$ cat config.mk
export PLATFORM = sky130hd
export DESIGN_NAME = jtbubl_snd_mailbox
export DESIGN_NICKNAME = d
export VERILOG_FILES = /design/src/rtl/jtbubl_snd_mailbox.sv
export SDC_FILE = /design/constraint.sdc
export NUM_CORES = 1
export LEC_CHECK = 0
export BUFFER_PORTS_ARGS = -buffer_cell sky130_fd_sc_hd__buf_4
export CORE_UTILIZATION = 45
export CTS_BUF_LIST = sky130_fd_sc_hd__clkbuf_16
export CTS_CLUSTER_DIAMETER = 200
export CTS_CLUSTER_SIZE = 24
export DETAILED_ROUTE_END_ITERATION = 7
export MAX_ROUTING_LAYER = met4
export SKIP_CTS_REPAIR_TIMING = 1
export SYNTH_ARGS = -nofsm -noshare
export SYNTH_HDL_FRONTEND = slang
export SYNTH_SLANG_ARGS = --single-unit
$ cat constraint.sdc
create_clock -name clk -period 2.7 [get_ports clk]
set_input_delay 0.135 -clock clk [delete_from_list [all_inputs] [get_ports clk]]
set_output_delay 0.135 -clock clk [all_outputs]
set_load 0.005 [all_outputs]
$ cat src/rtl/jtbubl_snd_mailbox.sv
// Bidirectional main/sound CPU mailbox: two show-ahead FIFOs with sticky overflow flags,
// a sound-side register map with edge-detected accesses, and an NMI request to the sound CPU.
module jtbubl_snd_mailbox #(
    parameter int unsigned DW = 8,
    parameter int unsigned AW = 2
) (
    input  logic          clk,
    input  logic          rstn,
    input  logic          main_wr,
    input  logic [DW-1:0] main_din,
    input  logic          main_rd,
    output logic [DW-1:0] main_dout,
    output logic          main_pending,
    output logic          main_full,
    input  logic          snd_cs,
    input  logic          snd_rd_n,
    input  logic          snd_wr_n,
    input  logic [1:0]    snd_addr,
    input  logic [DW-1:0] snd_din,
    output logic [DW-1:0] snd_dout,
    output logic          nmi_n
);

    localparam int unsigned   DEPTH    = 1 << AW;
    localparam int unsigned   CW       = AW + 1;
    localparam logic [CW-1:0] CNT_FULL = CW'(DEPTH);
    localparam logic [DW-1:0] ONES     = '1;

    localparam logic [1:0] A_DATA   = 2'd0;
    localparam logic [1:0] A_STATUS = 2'd1;
    localparam logic [1:0] A_NMIOFF = 2'd2;
    localparam logic [1:0] A_FLUSH  = 2'd3;

    // Sound access edge detection
    logic rd_act_c;
    logic wr_act_c;
    logic rd_start_c;
    logic wr_start_c;
    logic rd_prev_q;
    logic wr_prev_q;

    // Decoded sound actions
    logic m2s_pop_c;
    logic s2m_push_c;
    logic stat_rd_c;
    logic nmi_set_c;
    logic nmi_clr_c;
    logic flush_c;

    // Main-to-sound FIFO
    logic [DW-1:0] m2s_mem_q [DEPTH];
    logic [AW-1:0] m2s_wp_q;
    logic [AW-1:0] m2s_wp_d;
    logic [AW-1:0] m2s_rp_q;
    logic [AW-1:0] m2s_rp_d;
    logic [CW-1:0] m2s_cnt_q;
    logic [CW-1:0] m2s_cnt_d;
    logic          m2s_ovf_q;
    logic          m2s_ovf_d;
    logic          m2s_do_pop_c;
    logic          m2s_do_push_c;
    logic          m2s_empty_c;
    logic [DW-1:0] m2s_head_c;

    // Sound-to-main FIFO
    logic [DW-1:0] s2m_mem_q [DEPTH];
    logic [AW-1:0] s2m_wp_q;
    logic [AW-1:0] s2m_wp_d;
    logic [AW-1:0] s2m_rp_q;
    logic [AW-1:0] s2m_rp_d;
    logic [CW-1:0] s2m_cnt_q;
    logic [CW-1:0] s2m_cnt_d;
    logic          s2m_ovf_q;
    logic          s2m_ovf_d;
    logic          s2m_do_pop_c;
    logic          s2m_do_push_c;
    logic          s2m_empty_c;

    // Control and sound-side read path
    logic          nmi_en_q;
    logic          nmi_en_d;
    logic          nmi_n_q;
    logic          nmi_n_d;
    logic [DW-1:0] snd_dout_q;
    logic [DW-1:0] snd_dout_d;
    logic [DW-1:0] status_c;

    assign rd_act_c   = snd_cs & ~snd_rd_n;
    assign wr_act_c   = snd_cs & ~snd_wr_n;
    assign rd_start_c = rd_act_c & ~rd_prev_q;
    assign wr_start_c = wr_act_c & ~wr_prev_q;

    assign m2s_pop_c  = rd_start_c && (snd_addr == A_DATA);
    assign stat_rd_c  = rd_start_c && (snd_addr == A_STATUS);
    assign s2m_push_c = wr_start_c && (snd_addr == A_DATA);
    assign nmi_set_c  = wr_start_c && (snd_addr == A_STATUS);
    assign nmi_clr_c  = wr_start_c && (snd_addr == A_NMIOFF);
    assign flush_c    = wr_start_c && (snd_addr == A_FLUSH);

    assign m2s_empty_c = (m2s_cnt_q == '0);
    assign s2m_empty_c = (s2m_cnt_q == '0);

    // m2s next state: a pop frees a slot before the push is judged, flush overrides all
    always_comb begin
        m2s_do_pop_c  = m2s_pop_c && !m2s_empty_c;
        m2s_do_push_c = main_wr && ((m2s_cnt_q != CNT_FULL) || m2s_do_pop_c);
        m2s_head_c    = m2s_empty_c ? ONES : m2s_mem_q[m2s_rp_q];
        m2s_wp_d      = m2s_wp_q;
        m2s_rp_d      = m2s_rp_q;
        m2s_cnt_d     = m2s_cnt_q;
        m2s_ovf_d     = m2s_ovf_q;
        if (flush_c) begin
            m2s_wp_d  = '0;
            m2s_rp_d  = '0;
            m2s_cnt_d = '0;
            m2s_ovf_d = 1'b0;
        end else begin
            if (m2s_do_pop_c) begin
                m2s_rp_d = m2s_rp_q + AW'(1);
            end
            if (m2s_do_push_c) begin
                m2s_wp_d = m2s_wp_q + AW'(1);
            end
            case ({m2s_do_push_c, m2s_do_pop_c})
                2'b10:   m2s_cnt_d = m2s_cnt_q + CW'(1);
                2'b01:   m2s_cnt_d = m2s_cnt_q - CW'(1);
                default: m2s_cnt_d = m2s_cnt_q;
            endcase
            if (stat_rd_c) begin
                m2s_ovf_d = 1'b0;
            end
            if (main_wr && !m2s_do_push_c) begin
                m2s_ovf_d = 1'b1;
            end
        end
    end

    // s2m next state: same rules, pushed by the sound CPU, popped by the main CPU
    always_comb begin
        s2m_do_pop_c  = main_rd && !s2m_empty_c;
        s2m_do_push_c = s2m_push_c && ((s2m_cnt_q != CNT_FULL) || s2m_do_pop_c);
        s2m_wp_d      = s2m_wp_q;
        s2m_rp_d      = s2m_rp_q;
        s2m_cnt_d     = s2m_cnt_q;
        s2m_ovf_d     = s2m_ovf_q;
        if (flush_c) begin
            s2m_wp_d  = '0;
            s2m_rp_d  = '0;
            s2m_cnt_d = '0;
            s2m_ovf_d = 1'b0;
        end else begin
            if (s2m_do_pop_c) begin
                s2m_rp_d = s2m_rp_q + AW'(1);
            end
            if (s2m_do_push_c) begin
                s2m_wp_d = s2m_wp_q + AW'(1);
            end
            case ({s2m_do_push_c, s2m_do_pop_c})
                2'b10:   s2m_cnt_d = s2m_cnt_q + CW'(1);
                2'b01:   s2m_cnt_d = s2m_cnt_q - CW'(1);
                default: s2m_cnt_d = s2m_cnt_q;
            endcase
            if (stat_rd_c) begin
                s2m_ovf_d = 1'b0;
            end
            if (s2m_push_c && !s2m_do_push_c) begin
                s2m_ovf_d = 1'b1;
            end
        end
    end

    // Status word, unused upper bits read as ones
    always_comb begin
        status_c    = ONES;
        status_c[0] = !m2s_empty_c;
        status_c[1] = (s2m_cnt_q == CNT_FULL);
        status_c[2] = m2s_ovf_q;
        status_c[3] = nmi_en_q;
        status_c[4] = s2m_ovf_q;
    end

    // Sound read data and control registers
    always_comb begin
        snd_dout_d = snd_dout_q;
        nmi_en_d   = nmi_en_q;
        nmi_n_d    = !(nmi_en_q && !m2s_empty_c);
        if (rd_start_c) begin
            case (snd_addr)
                A_DATA:   snd_dout_d = m2s_head_c;
                A_STATUS: snd_dout_d = status_c;
                default:  snd_dout_d = ONES;
            endcase
        end
        if (nmi_set_c) begin
            nmi_en_d = 1'b1;
        end else if (nmi_clr_c) begin
            nmi_en_d = 1'b0;
        end
    end

    // Edge detectors reset high so a strobe already active at reset release is ignored
    always_ff @(posedge clk or negedge rstn) begin
        if (!rstn) begin
            rd_prev_q  <= 1'b1;
            wr_prev_q  <= 1'b1;
            m2s_wp_q   <= '0;
            m2s_rp_q   <= '0;
            m2s_cnt_q  <= '0;
            m2s_ovf_q  <= 1'b0;
            s2m_wp_q   <= '0;
            s2m_rp_q   <= '0;
            s2m_cnt_q  <= '0;
            s2m_ovf_q  <= 1'b0;
            nmi_en_q   <= 1'b0;
            nmi_n_q    <= 1'b1;
            snd_dout_q <= ONES;
        end else begin
            rd_prev_q  <= rd_act_c;
            wr_prev_q  <= wr_act_c;
            m2s_wp_q   <= m2s_wp_d;
            m2s_rp_q   <= m2s_rp_d;
            m2s_cnt_q  <= m2s_cnt_d;
            m2s_ovf_q  <= m2s_ovf_d;
            s2m_wp_q   <= s2m_wp_d;
            s2m_rp_q   <= s2m_rp_d;
            s2m_cnt_q  <= s2m_cnt_d;
            s2m_ovf_q  <= s2m_ovf_d;
            nmi_en_q   <= nmi_en_d;
            nmi_n_q    <= nmi_n_d;
            snd_dout_q <= snd_dout_d;
        end
    end

    // FIFO storage, contents are only observed while the count covers them
    always_ff @(posedge clk) begin
        if (m2s_do_push_c && !flush_c) begin
            m2s_mem_q[m2s_wp_q] <= main_din;
        end
        if (s2m_do_push_c && !flush_c) begin
            s2m_mem_q[s2m_wp_q] <= snd_din;
        end
    end

    assign main_dout    = s2m_empty_c ? ONES : s2m_mem_q[s2m_rp_q];
    assign main_pending = !s2m_empty_c;
    assign main_full    = (m2s_cnt_q == CNT_FULL);
    assign snd_dout     = snd_dout_q;
    assign nmi_n        = nmi_n_q;

endmodule
# --- Yosys cells after proc, flatten, opt, wreduce, memory -nomap -nowiden ---
# Memory sizes are Yosys's and may differ from the RTL's.
# Cells that the tools add are included.
# W data, S select, Z words.
classes:
  bitwise: 8
  n_reduce_logical: 35
  n_mux: 26
  n_addsub: 8
  n_eq_ne: 11
op_table:
  columns: ["operator", "n"]
  rows:
  - ["$mux W2", 8]
  - ["$mux W8", 2]
  - ["$pmux W8 S2", 1]
  - ["$logic_and A1 B1 Y1", 15]
  - ["$pmux W3 S2", 2]
  - ["$reduce_bool A3 Y1", 4]
  - ["$mux W1", 11]
  - ["$reduce_bool A2 Y1", 5]
  - ["$add A2 B1 Y2 const B", 4]
  - ["$eq A2 B2 Y1 const B", 4]
  - ["$add A3 B1 Y3 const B", 2]
  - ["$eq A2 B1 Y1 const B", 3]
  - ["$eq A3 B3 Y1 const B", 2]
  - ["$logic_not A1 Y1", 6]
  - ["$logic_not A3 Y1", 2]
  - ["$mux W3", 2]
  - ["$ne A3 B3 Y1 const B", 2]
  - ["$sub A3 B1 Y3 const B", 2]
  - ["$and A1 B1 Y1", 4]
  - ["$not A1 Y1", 4]
  - ["$logic_not A2 Y1", 1]
  - ["$logic_or A1 B1 Y1", 2]
word_totals:
  elab_cells: 103
  output_inout_bits: 19
  ramBits: 64
  n_memories: 2
  register_bits: 28
  input_bits: 25
mem_list:
  columns: ["memory", "depth", "word_bits", "read_ports", "rd_ports_with_merged_regs", "wr", "line_no", "text"]
  rows:
  - ["m2s_mem_q", 4, 8, 1, 0, 1, "51", "logic [DW-1:0] m2s_mem_q [DEPTH];"]
  - ["s2m_mem_q", 4, 8, 1, 0, 1, "66", "logic [DW-1:0] s2m_mem_q [DEPTH];"]

# --- Longest topological paths before layout ---
# Gate-level depths: netlist (run 1).
depth:
  word_depth: 11
  depth_mapped: 9
  depth_no_buf: 8

# --- Worst setup path after synthesis (run 1) ---
# Ideal clock, no wire load.
synth_path:
  kind: "flip-flop to flip-flop"
  start: "reg s2m_cnt_q[0]"
  end: "reg s2m_cnt_q[1]"
  synth_period_minus_slack_ps: 2227
  arrival_time_ps: 2149
  n_path_buf: 1
  setup_slack_ps: 473
  stages_incl_launch_ff: 10
  path_cell_list: "dfrtp_1 clkbuf_1 nor3_1 inv_1 nand3_1 fa_1 nand2b_1 a21oi_1 a311o_1 a21oi_1"
synth_via:
  elab_chain_len: 8
synth_lines:
  columns: ["element", "line_no", "text"]
  rows:
  - ["start: declaration", "71", "logic [CW-1:0] s2m_cnt_q;"]
  - ["start signal: assignment", "226", "s2m_cnt_q <= s2m_cnt_d;"]
  - ["$logic_not A3 Y1 *", "101", "assign s2m_empty_c = (s2m_cnt_q == '0);"]
  - ["$logic_not A1 Y1 *", null, null]
  - ["named net main_pending", "13", "output logic main_pending,"]
  - ["$logic_and A1 B1 Y1 *", "140", "s2m_do_pop_c = main_rd && !s2m_empty_c;"]
  - ["$logic_or A1 B1 Y1", "141", "s2m_do_push_c = s2m_push_c && ((s2m_cnt_q != CNT_FULL) || s2m_do_pop_c);"]
  - ["$logic_and A1 B1 Y1", "141", null]
  - ["$eq A2 B1 Y1 or $eq A2 B2 Y1 (tied branches)", "158", "case ({s2m_do_push_c, s2m_do_pop_c})"]
  - ["$pmux W3 S2", "158", null]
  - ["$mux W3", "146", "if (flush_c) begin"]
# Mark *: on every way through the listed nets, which the timed path passes. The rest lies on a longest branch.
# A chain may end at the register's enable or synchronous reset.

# --- Worst setup path after layout (run 1) ---
layout_path:
  start: "in snd_rd_n"
  end: "reg m2s_cnt_q[2]"
layout_via:
  elab_chain_len: 10
layout_lines:
  columns: ["element", "line_no", "text"]
  rows:
  - ["start: declaration", "16", "input logic snd_rd_n,"]
  - ["$not A1 Y1 *", "88", "assign rd_act_c = snd_cs & ~snd_rd_n;"]
  - ["$and A1 B1 Y1 *", "88", null]
  - ["$and A1 B1 Y1 *", "90", "assign rd_start_c = rd_act_c & ~rd_prev_q;"]
  - ["$logic_and A1 B1 Y1 *", "93", "assign m2s_pop_c = rd_start_c && (snd_addr == A_DATA);"]
  - ["$logic_and A1 B1 Y1 *", "105", "m2s_do_pop_c = m2s_pop_c && !m2s_empty_c;"]
  - ["$logic_or A1 B1 Y1", "106", "m2s_do_push_c = main_wr && ((m2s_cnt_q != CNT_FULL) || m2s_do_pop_c);"]
  - ["$logic_and A1 B1 Y1", "106", null]
  - ["$eq A2 B1 Y1 or $eq A2 B2 Y1 (tied branches)", "124", "case ({m2s_do_push_c, m2s_do_pop_c})"]
  - ["$pmux W3 S2", "124", null]
  - ["$mux W3", "112", "if (flush_c) begin"]
  - ["end signal: assignment", "222", "m2s_cnt_q <= m2s_cnt_d;"]
  - ["end: declaration", "56", "logic [CW-1:0] m2s_cnt_q;"]
# Mark *: on every way between the ends. The rest lies on a longest branch, timed or not.

==> impl_metrics.csv, run 1 <==
group,metric,value,unit
logic_synthesis,synth.most_common_cell,"edfxtp_1",
sta,timing.final.crit_share,0.901,
drt,drcViolationCount,0,
placement,portBuffers,43,
sta,period_needed,2.43,ns
critical_path,cp_cell_sequence,"dlygate4sd3_1 > buf_4 > or3b_1 > or4_4 > inv_1 > fa_1 > nand2_1 > o32ai_2 > xnor2_1 > nor2_1",
sta,worstMarginPinSlew,0.622,ns
sta,slew_viol_final,0,
sta,setup_viol,0,
logic_synthesis,synth_edf_count,64,
sta,fin_skew,0.00751,ns
clocking,numCtsBuffers,9,
clocking,cts_buffer_depth,2,
placement,preCtsSetupSlack,0.402,ns
logic_synthesis,yosysWarnings,0,
sta,fmax,411,MHz
worst_hold_path,hold_class,"in2reg",
clocking,worstSkewPairLatency,0.34,ns
floorplan,dieWidth,95.8,µm
critical_path,start_kind,"input pin",
pwr,p_total,4.50,mW
pwr,p_leak,1.81,nW
floorplan,die_area,9170,µm²
outcome,status,"completed",
global_routing,grt_max_degree,29,
layout,diodes,0,
floorplan,num_rows,33,
worst_hold_path,hold_start,"snd_din[5]",
drt,vias,2313,
floorplan,initial_core_util,0.474,
critical_path,cp.arrival,2.66,ns
critical_path,r2r_slack,0.40,ns
layout,final_cells,436,
clocking,clockRootBuffer,"clkbuf_16",
critical_path,critPathMaxFanout,12,
floorplan,io_pins,44,
worst_hold_path,whs_path_depth,1,
drt,drtPass1Iterations,5,
logic_synthesis,synthesis.area,3960,µm²
clocking,clk_pin_slew,0.07,ns
clocking,numClockSinks,92,
logic_synthesis,syn_inst,260,
logic_synthesis,async_flop_share,0.304,
drt,avgViaCountPerCell,5.31,
clocking,cts_tree,"done",
critical_path,cp_slowest_cell,"or3b_1",
global_routing,grt_usage,0.178,
critical_path,crit_required,2.93,ns
clocking,htreeDepth,3,
critical_path,worstReg2RegStart,"rd_prev_q$_DFF_PN1_",
logic_synthesis,synth_cell_types,45,
sta,rsz0062_at_grt,"no",
critical_path,crit_path_end_kind,"flop",
layout,drive_above_1_share,0.308,
pwr,powerDensity,925,nW/µm²
layout,nets,361,
drt,drt-initial-drc-count,93,
floorplan,core_region_area,8340,µm²
sta,final_hold_viol_count,0,
logic_synthesis,synth_area_leaders,"edfxtp_1 (49%), dfrtp_1 (11%), mux4_2 (9.1%)",
logic_synthesis,netlist.area_leader.share,0.486,
global_routing,grt_pass1_vias,2241,
logic_synthesis,synth_common_cells,"edfxtp_1 (64), nor2_1 (18), dfrtp_1 (17)",
logic_synthesis,synth_flop_cell,"edfxtp_1",
global_routing,gr-total-overflow,0,
floorplan,die_y,95.8,µm
pwr,peakVddDrop,516,µV
drt,wire_per_inst,16.2,µm
logic_synthesis,ys_ff_latch,92,
critical_path,slowest_delay,0.55,ns
critical_path,worstSetupPathType,"in2reg",
logic_synthesis,yosysSeqAreaShare,0.667,
global_routing,antenna_found_initial,0,
logic_synthesis,syn_avg_cell_area,15.2,µm²
sta,setup_ws,0.268,ns
drt,drt_wl_total,7.05,mm
placement,dp_cells,402,
global_routing,grt_pass1_wl,11.3,mm
logic_synthesis,synth_nets,295,
sta,setup_tns,0,ns
critical_path,r2r_cells,8,
logic_synthesis,post-synth-top-area-cell,"edfxtp_1",
drt,postRouteAntennaNets,0,
critical_path,r2r-end,"m2s_cnt_q[2]$_DFFE_PN0P_",
worst_hold_path,worstHoldEndpoint,"s2m_mem_q[0][5]$_DFFE_PP_",
layout,area_growth,22.9,%
sta,max_slew_margin,0.586,
placement,gp_congestion,0.754,
run,drv_cap,0,
placement,dp_hpwl,4.76,mm
==> registers in the layout, indices dropped and copies added, names as in the netlist <==
register	cells
m2s_mem_q	32
s2m_wp_q	2
snd_dout	8
s2m_rp_q	2
s2m_cnt_q	3
s2m_ovf_q	1
wr_prev_q	1
m2s_rp_q	2
m2s_wp_q	2
rd_prev_q	1
nmi_en_q	1
m2s_ovf_q	1
nmi_n	1
m2s_cnt_q	3
s2m_mem_q	32
==> critical path, delay by kind of cell <==
family                     cells  cell delay, ns
and+or+nand+nor                4            1.18
buffers and inverters          3            0.77
xor gates and xnor gates       1            0.14
adders and majority gates      1            0.20
AOI/OAI and AO/OA              1            0.22
==> through the flow <==
step                instance area (µm²)  hold WS [ns]   util
global route                       4860      0.000537  0.583
CTS                                4680        -0.284  0.561
global placement                   4400        0.0764  0.527
floorplan                          3960        -0.161      -
finish                             4860       0.00616  0.583
detailed placement                 4400        0.0795  0.527
==> cell usage in the layout, fill, tap and decap left out, drive strengths merged, types with 3 or more instances in the layout <==
cell type     n
edfxtp       64
buf          47
nor2         18
dlygate4sd3  18
dfrtp        17
mux4         16
nand2        15
inv          13
dfstp        11
a21oi         9
clkbuf        9
or2           9
and2          9
ha            8
nand3         7
xnor2         7
o21ai         7
nor3          4
nor2b         4
o22ai         4
xor2          3
o22a          3
nor3b         3
==> final cells by class <==
cell class                      instances  area [µm²]
Tap cell                              105         131
Fill cell                             688        3480
Multi-Input combinational cell        149        1240
Clock buffer                            9         225
Timing Repair Buffer                   65         533
Clock inverter                          7        56.3
Inverter                                9        33.8
Sequential cell                        92        2640
==> per-layer routing <==
layer	routed length, µm	up-vias	track usage
met5	0	-	-
met4	65	0	0.0560
met3	248	10	0.0521
met2	3320	56	0.260
met1	3410	1137	0.242
li1	-	1110	-
==> where the power goes <==
group	switching (mW)	internal (mW)	leakage [nW]	total, mW
Combinational	0.543	0.723	0.767	1.27
Clock	0.549	0.637	0.132	1.19
Sequential	0.264	1.78	0.912	2.05
==> worst max path at each step <==
stage	startpoint	to	slack [ns]
finish	snd_rd_n	m2s_cnt_q[2]$_DFFE_PN0P_	0.27
global route	snd_rd_n	m2s_mem_q[0][0]$_DFFE_PP_	0.08
CTS	rd_prev_q$_DFF_PN1_	m2s_mem_q[0][3]$_DFFE_PP_	0.35
detailed placement	rd_prev_q$_DFF_PN1_	m2s_mem_q[0][5]$_DFFE_PP_	0.40
global placement	rd_prev_q$_DFF_PN1_	m2s_mem_q[1][5]$_DFFE_PP_	0.45
floorplan	s2m_cnt_q[0]$_DFFE_PN0P_	s2m_cnt_q[1]$_DFFE_PN0P_	0.47
==> logic make-up after synthesis <==
| logic type | after synthesis | synth area share |
|---|---|---|
| DFF | 92 | 0.667 |
| muxes | 17 | 0.0936 |
| xor gates and xnor gates | 10 | 0.0221 |
| adders and majority gates | 10 | 0.0354 |
| buffers and inverters | 19 | 0.0187 |
| and+or+nand+nor | 77 | 0.103 |
| AOI/OAI and AO/OA | 35 | 0.0607 |
Note: power is estimated with default switching activity, not from simulation.
==> run 2: changes to the inputs <==
==> constraint.sdc (replaced) <==
create_clock -name clk -period 2.7 [get_ports clk]
set_input_delay 0.27 -clock clk [delete_from_list [all_inputs] [get_ports clk]]
set_output_delay 0.27 -clock clk [all_outputs]
set_load 0.005 [all_outputs]
==> run 2 against run 1 <==
Against the previous run: register-to-register slack better by 0.03 ns; first-iteration DRC count up 7.5%; die area unchanged; highest routed layer unchanged; final area is 3.2% lower; routed wire length is 3.6% lower; largest power group unchanged; flip-flop and latch count unchanged; critical endpoint is now main_dout[1]; clock skew decreased by 0.0012 ns; clock power about the same; worst setup slack better by 0.13 ns; worst hold slack better by 0.058 ns; critical path type is now reg2out; via count fell by 3.5%.
==> impl_metrics.csv, run 2 (synthesis results as in run 1) <==
group,metric,value,unit
layout,final_common_cell,"edfxtp_1",
worst_hold_path,worstHoldEndpoint,"rd_prev_q$_DFF_PN1_",
clocking,clockRootBuffer,"clkbuf_16",
critical_path,worstSetupPathType,"reg2out",
pwr,pwr-share-comb,0.271,
critical_path,start_kind,"flop",
pwr,peakVddDrop,439,µV
worst_hold_path,hold_start,"snd_rd_n",
clocking,numCtsBuffers,9,
floorplan,core_region_area,8340,µm²
sta,final_hold_viol_count,0,
worst_hold_path,hold_class,"in2reg",
pwr,seqPwrFrac,0.458,
layout,diodes,0,
critical_path,r2r_slack,0.43,ns
drt,wire_per_inst,16.2,µm
clocking,clk_pin_slew,0.07,ns
pwr,p_leak,1.75,nW
clocking,cts_buffer_depth,2,
global_routing,gr-total-overflow,0,
placement,portBuffers,43,
sta,period_needed,2.30,ns
floorplan,initial_core_util,0.474,
floorplan,dieWidth,95.8,µm
critical_path,worstReg2RegStart,"rd_prev_q$_DFF_PN1_",
layout,mostFrequentLayoutCells,"edfxtp_1 (64), buf_4 (47), nor2_1 (18)",
floorplan,num_rows,33,
global_routing,grt_usage,0.175,
critical_path,crit_path_end_kind,"output port",
floorplan,io_pins,44,
sta,rsz0062_at_grt,"no",
placement,dp_cells,402,
global_routing,grt_max_degree,29,
layout,area_growth,18.9,%
drt,vias,2231,
layout,nets,344,
drt,avgViaCountPerCell,5.32,
layout,drive_above_1_share,0.328,
sta,setup_viol,0,
pwr,switching_share,0.302,
worst_hold_path,whs_path_depth,2,
placement,gp_congestion,0.750,
layout,final_cells,419,
pwr,internal-power,3.13,mW
critical_path,critPathMaxFanout,9,
sta,fin_skew,0.00626,ns
sta,slew_viol_final,0,
pwr,powerDensity,954,nW/µm²
critical_path,cp.arrival,2.03,ns
drt,drtPass1Iterations,4,
floorplan,die_area,9170,µm²
pwr,p_sw,1.35,mW
global_routing,antenna_found_initial,0,
sta,holdWs,0.0638,ns
drt,postRouteAntennaNets,0,
clocking,numClockSinks,92,
floorplan,die_y,95.8,µm
sta,setup_tns,0,ns
critical_path,crit_required,2.43,ns
critical_path,r2r-end,"m2s_mem_q[0][3]$_DFFE_PP_",
outcome,status,"completed",
sta,timing.final.crit_share,0.851,
global_routing,grt_pass1_wl,11.3,mm
placement,dp_hpwl,4.71,mm
drt,drcViolationCount,0,
clocking,cts_tree,"done",
clocking,htreeDepth,3,
pwr,power_frac_clock,0.271,
global_routing,grt_pass1_vias,2225,
clocking,worstSkewPairLatency,0.33,ns
drt,drt_wl_total,6.80,mm
run,drv_cap,0,
sta,max_slew_margin,0.602,
drt,drt-initial-drc-count,100,
sta,fmax,435,MHz
layout,final_util,0.564,
sta,worstMarginPinSlew,0.597,ns
critical_path,r2r_cells,5,
==> run 2: metal layers <==
layer / up-vias / wire (µm) / track usage
met5: - / 0 / -
met4: 0 / 79 / 0.0634
met3: 6 / 220 / 0.0332
met2: 38 / 3240 / 0.257
met1: 1114 / 3260 / 0.244
li1: 1073 / - / -
==> run 2: stage by stage <==
stage                     power, mW  cell area [µm²]  setup slack [ns]
after detailed placement       3.33             4400             0.352
after global placement         3.32             4400             0.392
after floorplan                2.84             3960             0.473
final                          4.49             4700             0.403
after global routing           4.77             4700             0.260
after CTS                      4.54             4690             0.353
==> run 2: power by group through the flow <==
stage	logic [mW]	clock network (mW)	registers, mW
2_1_floorplan	0.930	0	1.91
4_1_cts	1.24	1.23	2.07
5_1_grt	1.36	1.30	2.11
3_5_place_dp	1.24	0	2.09
3_3_place_gp	1.23	0	2.09
6_report	1.22	1.22	2.05
==> run 2: area by class of cell <==
| class | count | area [µm²] |
|---|---|---|
| sequential | 92 | 2640 |
| multi-input combinational | 149 | 1240 |
| timing repair buffer | 48 | 363 |
| clock buffer | 9 | 225 |
| tap | 105 | 131 |
| clock inverter | 7 | 68.8 |
| fill | 719 | 3640 |
| inverter | 9 | 33.8 |
==> run 2: worst max path at each step <==
stage | from | end | slack, ns | cells after the start
floorplan | s2m_cnt_q[0]$_DFFE_PN0P_ | s2m_cnt_q[1]$_DFFE_PN0P_ | 0.47 | 9
global placement | snd_rd_n | m2s_mem_q[0][5]$_DFFE_PP_ | 0.39 | 6
detailed placement | snd_rd_n | m2s_mem_q[0][3]$_DFFE_PP_ | 0.35 | 6
CTS | s2m_rp_q[0]$_DFFE_PN0P_ | main_dout[1] | 0.35 | 3
global route | wr_prev_q$_DFF_PN1_ | s2m_cnt_q[1]$_DFFE_PN0P_ | 0.26 | 8
finish | s2m_rp_q[0]$_DFFE_PN0P_ | main_dout[1] | 0.40 | 3
==> run 2: worst max-delay path, cell delays in order (launching register included) <==
cell	delay [ns]
dfrtp_1	0.70
mux4_2	0.57
or2_2	0.28
buf_4	0.14
